File: src/rtl/voting_pkg.sv
// Shared constants and the FSM state type for the voting collector.
package voting_pkg;

  localparam int N          = 1;
  localparam int M          = 4;
  localparam int MAX_VOTERS = (1 << M) - 1;

  typedef enum logic [1:0] {
    ST_IDLE    = 2'd0,
    ST_COLLECT = 2'd1,
    ST_REPORT  = 2'd2
  } state_t;

endpackage

File: src/rtl/voting_decide.sv
// Combinational outcome: the motion carries only when enabled and yes strictly beats no.
module voting_decide #(
  parameter int M = voting_pkg::M
) (
  input  logic         en,
  input  logic [M-1:0] yes,
  input  logic [M-1:0] no,
  output logic         win
);

  assign win = en & (yes > no);

endmodule

File: src/rtl/voting_collector_n1_m4.sv
// Ballot collector: opens an election, tallies unique yes/no ballots, rejects
// duplicates and the reserved id 0, then holds the result until it is consumed.
module voting_collector_n1_m4 #(
  parameter int N = voting_pkg::N,
  parameter int M = voting_pkg::M
) (
  input  logic         clk,
  input  logic         rst,
  input  logic         open_i,
  input  logic         en_i,
  input  logic         close_i,
  input  logic         bal_valid_i,
  output logic         bal_ready_o,
  input  logic [M-1:0] bal_id_i,
  input  logic [N-1:0] bal_vote_i,
  output logic         res_valid_o,
  input  logic         res_ready_i,
  output logic         res_win_o,
  output logic [M-1:0] res_yes_o,
  output logic [M-1:0] res_no_o,
  output logic [M-1:0] res_rej_o,
  output logic         busy_o
);

  import voting_pkg::*;

  localparam int             MAXV    = (1 << M) - 1;
  localparam logic [M-1:0]   CNT_MAX = M'(MAXV);
  localparam logic [M:0]     ALL_IDS = (M+1)'(MAXV);

  state_t          state_reg, state_next;
  logic [M-1:0]    yes_reg, yes_next;
  logic [M-1:0]    no_reg, no_next;
  logic [M-1:0]    rej_reg, rej_next;
  logic [MAXV:1]   seen_reg, seen_next;
  logic            en_reg, en_next;

  logic [MAXV:1]   id_hit;
  logic            dup;
  logic            fresh;
  logic [M:0]      unique_after;
  logic            last_unique;
  logic            decide_win;

  // One-hot decode of the ballot id; id 0 decodes to nothing.
  genvar gi;
  generate
    for (gi = 1; gi <= MAXV; gi++) begin : g_id_hit
      assign id_hit[gi] = (bal_id_i == M'(gi));
    end
  endgenerate

  assign dup          = |(id_hit & seen_reg);
  assign fresh        = (bal_id_i != '0) && !dup;
  assign unique_after = {1'b0, yes_reg} + {1'b0, no_reg} + (M+1)'(1);
  assign last_unique  = fresh && (unique_after == ALL_IDS);

  always_ff @(posedge clk) begin
    if (rst) begin
      state_reg <= ST_IDLE;
      yes_reg   <= '0;
      no_reg    <= '0;
      rej_reg   <= '0;
      seen_reg  <= '0;
      en_reg    <= 1'b0;
    end else begin
      state_reg <= state_next;
      yes_reg   <= yes_next;
      no_reg    <= no_next;
      rej_reg   <= rej_next;
      seen_reg  <= seen_next;
      en_reg    <= en_next;
    end
  end

  always_comb begin
    state_next = state_reg;
    yes_next   = yes_reg;
    no_next    = no_reg;
    rej_next   = rej_reg;
    seen_next  = seen_reg;
    en_next    = en_reg;
    case (state_reg)
      ST_IDLE: begin
        if (open_i) begin
          state_next = ST_COLLECT;
          yes_next   = '0;
          no_next    = '0;
          rej_next   = '0;
          seen_next  = '0;
          en_next    = en_i;
        end
      end
      ST_COLLECT: begin
        if (bal_valid_i) begin
          if (fresh) begin
            seen_next = seen_reg | id_hit;
            if (bal_vote_i[0]) yes_next = yes_reg + M'(1);
            else               no_next  = no_reg + M'(1);
          end else if (rej_reg != CNT_MAX) begin
            rej_next = rej_reg + M'(1);
          end
        end
        // A ballot arriving with close_i is tallied above before closing.
        if (close_i || (bal_valid_i && last_unique)) state_next = ST_REPORT;
      end
      ST_REPORT: begin
        if (res_ready_i) state_next = ST_IDLE;
      end
      default: state_next = ST_IDLE;
    endcase
  end

  voting_decide #(.M(M)) u_decide (
    .en  (en_reg),
    .yes (yes_reg),
    .no  (no_reg),
    .win (decide_win)
  );

  assign bal_ready_o = (state_reg == ST_COLLECT);
  assign res_valid_o = (state_reg == ST_REPORT);
  assign busy_o      = (state_reg != ST_IDLE);
  assign res_win_o   = res_valid_o & decide_win;
  assign res_yes_o   = yes_reg;
  assign res_no_o    = no_reg;
  assign res_rej_o   = rej_reg;

endmodule

File: config.mk
export PLATFORM = sky130hd
export DESIGN_NAME = voting_collector_n1_m4
export DESIGN_NICKNAME = d
export VERILOG_FILES = /design/src/rtl/voting_pkg.sv /design/src/rtl/voting_decide.sv /design/src/rtl/voting_collector_n1_m4.sv
export SDC_FILE = /design/constraint.sdc
export NUM_CORES = 1
export LEC_CHECK = 0
export CAP_MARGIN = 20
export CORE_MARGIN = 2
export CORE_UTILIZATION = 50
export CTS_CLUSTER_DIAMETER = 40
export DETAILED_ROUTE_END_ITERATION = 7
export PLACE_DENSITY = 0.83
export SETUP_SLACK_MARGIN = 0.2
export SYNTH_ARGS = -nofsm -noshare
export SYNTH_HDL_FRONTEND = slang
export SYNTH_SLANG_ARGS = --single-unit
File: constraint.sdc
create_clock -name clk -period 2.6 [get_ports clk]
set_clock_uncertainty 0.15 [all_clocks]
set_input_delay 0.52 -clock clk [delete_from_list [all_inputs] [get_ports clk]]
set_output_delay 0.52 -clock clk [all_outputs]
set_load 0.1 [all_outputs]
Word level (Yosys, flattened, before mapping)
Cells that the tools add are included.

operators by class
  add/subtract/negate cells = 5
  divide/modulo/power cells = 0
  bitwise logic cells = 4
  eq/ne operators = 28
  shift-type cells = 0
  $lt $le $gt $ge = 1
  $mul = 0
  muxes and demuxes = 21
  reductions and logical operators = 16

operators by type and width
  kind                                                  number
  2-to-1 mux 15 bit                                     3
  2-to-1 mux 4 bit                                      10
  equality test 4 bit (second input constant)           8
  case mux 15 bit (2 select lines)                      1
  case mux 4 bit (2 select lines)                       3
  equality test 4 x 3 -> 1 bit (second input constant)  4
  AND 15 bit                                            1
  bitwise OR 15 bit                                     1
  AND reduction 5 bit                                   3
  OR reduction 15 bit                                   1
  adder 4 x 1 -> 4 bit (second input constant)          3
  != test 2 x 1 -> 1 bit (second input constant)        5
  equality test 4 x 2 -> 1 bit (second input constant)  2
  != test 2 bit (second input constant)                 4
  2-to-1 mux 2 bit                                      3
  case mux 2 bit (3 select lines)                       1
  adder 4 x 4 -> 5 bit                                  1
  adder 5 x 1 -> 5 bit (second input constant)          1
  equality test 5 x 4 -> 1 bit (second input constant)  1
  equality test 4 x 1 -> 1 bit (second input constant)  1
  > comparator 4 bit                                    1
  != test 4 bit (second input constant)                 1
  AND reduction 4 bit                                   1
  nonzero test 2 bit                                    2
  other kinds (10)                                      13

word-level totals
  input port bits = 12
  register bits = 30
  bits in latches = 0
  RAM bits = 0
  memories = 0
  memory bits (read-only) = 0

Logic depth before layout (Yosys ltp)
  depth after elaboration = 10
  gate-level depth with buffers = 9

Modules after synthesis
From an unflattened synthesis, not the netlist that was laid out.

second synthesis, totals
  cells, all modules = 217
  area, all modules = 1778.0 um^2

by module, submodules not included
  module                  cells an instance  times used  area each (um^2)
  voting_collector_n1_m4  203                1           1679.1
  voting_decide           14                 1           98.8

Worst setup path before layout
OpenSTA, ideal clock, no wires.

  kind = flip-flop to output port
  from = reg state_reg[1]
  to = out res_win_o
  required time = 1.930 ns
  path slack = -1.315 ns
  arrival time = 3.245 ns
  path buffers = 0
  cell stages (with the launch flop) = 4
  path through = dfxtp_1 -> nor2b_1 -> nand3_1 -> nor2_1

between the ends
  longest elaborated chain between the ends = 2

ends and longest elaborated chain
  element                 line                           text
  start, declared         voting_collector_n1_m4.sv:31   state_t state_reg, state_next;
  start signal, assigned  voting_collector_n1_m4.sv:67   state_reg <= state_next;
  equality test 2 bit     voting_collector_n1_m4.sv:122  assign res_valid_o = (state_reg == ST_REPORT);
  net res_valid_o         voting_collector_n1_m4.sv:16   output logic res_valid_o,
  AND 1 bit               voting_collector_n1_m4.sv:124  assign res_win_o = res_valid_o & decide_win;
  end, declared           voting_collector_n1_m4.sv:18   output logic res_win_o,

The timed path passes the listed nets, and every way through them passes these cells.

Worst setup path in the final report
  from = reg no_reg[1], in the netlist res_no_o[1]
  to = out res_win_o

between the ends
  longest elaborated chain between the ends = 3

ends and longest elaborated chain
  element                 line                           text
  start, declared         voting_collector_n1_m4.sv:33   logic [M-1:0] no_reg, no_next;
  start signal, assigned  voting_collector_n1_m4.sv:69   no_reg <= no_next;
  > comparator 4 bit      voting_decide.sv:11            assign win = en & (yes > no);
  AND 1 bit               voting_decide.sv:11
  AND 1 bit               voting_collector_n1_m4.sv:124

Every way passes these cells.

==> results.cfg <==
[run_status]
status = finished clean

[hold_path]
worstHoldStart = seen_reg[1]$_SDFFE_PP0P_
hold_path_class = flop to flop

[clocking]
holdBufCountCts = 0
cts_made_buffers = 5
h-tree-depth = 2
cts_tree = done
clk_path_buf_depth = 2
root_buffer = clkbuf_4
clkSinkCount = 30
clkTransAtPathRegs_ns = 0.09
clkLatencyLatePin_ns = 0.34

[setup_path]
critPathLaunchType = flop
path_cells = inv_4 -> ha_4 -> nor2b_4 -> o21ai_2 -> nand2b_1 -> a21oi_2 -> nor2_4 -> buf_12
path_delay_family = flip-flops
cp_max_fo = 2
crit_required_ns = 1.93
crit_type = flop to output port
cp_num_buf_inv = 2
crit_start = res_no_o[1]$_SDFFE_PP0P_
r2r-start = res_no_o[0]$_SDFFE_PP0P_
critPathArrivalTime_ns = 1.71
cp-end-kind = output port
cpMaxStageDelayCell = dfxtp_4
critical-path-max-stage-delay_ns = 0.37

[floorplan]
dieArea_um2 = 3966
dieHeight_um = 62.98
core_um2 = 3337
dieWidth_um = 62.98
start_util_pct = 52.12
num_rows = 21
io-pin-count = 28

[final_layout]
nets = 258
synthToLayoutAreaGrowth_pct = 32.45
layout-drive-gt1-share_pct = 30.21
final_common_cell = buf_4
largest_reg_flops = 15
final_cell_mix = buf_4, dfxtp_1, a32o_1
diodes = 0

[synthesis]
yosys-top-cells-area = dfxtp_1, a32o_1, ha_1
synth_area_um2 = 1739
synth_top_area_share_pct = 34.53
synth_nets = 212
synthFlopType = dfxtp_1
ys_warn_count = 0
postSynthAreaPerCell_um2 = 9.251
async_flop_share_pct = 0
ys_seq_area_share_pct = 34.53
synth_edf_count = 0
synth_cell_types = 48
synth-seq-cells = 30
post-synth-top-area-cell = dfxtp_1
netlist_instances = 188

[power]
power_uw = 937.7
peakVddDrop_v = 0.0003469
leakagePower_uw = 0.0009406
powerDensity_nw_per_um2 = 407.1

[detailed_routing]
top_layer = met4
drtIter0Drc = 68
vias = 1651
drt-met1-wl_um = 1725
wl_um = 4216
drc = 0
ant_nets = 0
first_pass_iters = 4
wl_per_cell_um = 15.00
wl_met3_um = 179
routed-wl-met2_um = 2213
via_per_inst = 5.875

[global_routing]
grt_max_degree = 20
grtUsageTotal_pct = 21.99
grt-ovfl-total = 0
grt_pass1_vias = 1581
grt_pass1_wl_um = 6941
antenna_found_initial = 0

[timing]
timing.hold.ws_ns = 0.3177
post-route-period-util_pct = 91.72
relSlewSlack_pct = 71.96
tns_ns = 0
fin_crit_ns = 2.385
fmax_mhz = 419.3
slew_violations = 0
setup_viol = 0
tightest_slew_ns = 0.4147
rsz0062_at_grt = yes
finalHoldViolCount = 0

[place]
gp_congestion = 0.9470
dp_hpwl_um = 3176
io_buffers = 27

[flow_run]
drv_cap = 0
[worst paths after layout]
path | to | slack, ns | cells past startpoint
worst min-delay path | seen_reg[1]$_SDFFE_PP0P_ | 0.32 | 1
worst max register to register | state_reg[0]$_SDFFE_PP0P_ | 0.29 | 9
worst min register to register | seen_reg[1]$_SDFFE_PP0P_ | 0.32 | 1
worst max-delay path | res_win_o | 0.22 | 8
[synthesized netlist by cell type (3+ instances only)]
| cell type | count |
|---|---|
| a21oi_1 | 5 |
| a31oi_1 | 4 |
| a32o_1 | 17 |
| dfxtp_1 | 30 |
| ha_1 | 11 |
| inv_1 | 12 |
| mux2i_1 | 6 |
| nand2_1 | 14 |
| nand3_1 | 6 |
| nor2_1 | 17 |
| nor2b_1 | 7 |
| nor3_1 | 3 |
| or3_1 | 6 |
[layout make-up]
cell class,instances,area [um2]
Timing Repair Buffer,45,374.1
Tap cell,46,57.56
Clock buffer,7,55.05
Sequential cell,30,630.6
Inverter,12,47.55
Fill cell,272,1033
Clock inverter,1,5.005
Multi-Input combinational cell,140,1134
[cells by family after synthesis]
group,share of synthesized area (%)
adders and majority gates,9.065
DFF,34.53
buffers and inverters,4.460
muxes,4.101
and+or+nand+nor,24.32
AOI/OAI and AO/OA,23.53
[power breakdown]
part           switching, uW  internal (uW)
sequential              5.78            457
clock                    158            131
combinational            120           66.1
total                    284            654
[metal layers]
layer	track usage, %	up-vias
li1	-	807
met1	23.37	791
met2	39.89	41
met3	6.126	12
met4	10.00	0
met5	0	-
[metrics by stage]
| stage | worst slack, ns | cell area (um2) | instances | utilization (%) |
|---|---|---|---|---|
| 2_1_floorplan | 0.2048 | 1800 | 188 | - |
| 3_3_place_gp | -0.1556 | 2151 | 266 | 64.45 |
| 3_5_place_dp | -0.2099 | 2151 | 266 | 64.45 |
| 4_1_cts | 0.1674 | 2232 | 277 | 66.89 |
| 5_1_grt | 0.1791 | 2303 | 281 | 69.03 |
| 6_report | 0.2154 | 2303 | 281 | 69.03 |
[timing repair]
action                                  in CTS  in global routing
hold endpoints to repair                     0                  0
gates resized for setup                      6                  9
buffers inserted                             3                  3
pin swaps                                    7                  5
endpoints found under the setup margin      26                  3
(Power assumes the default switching activity.)
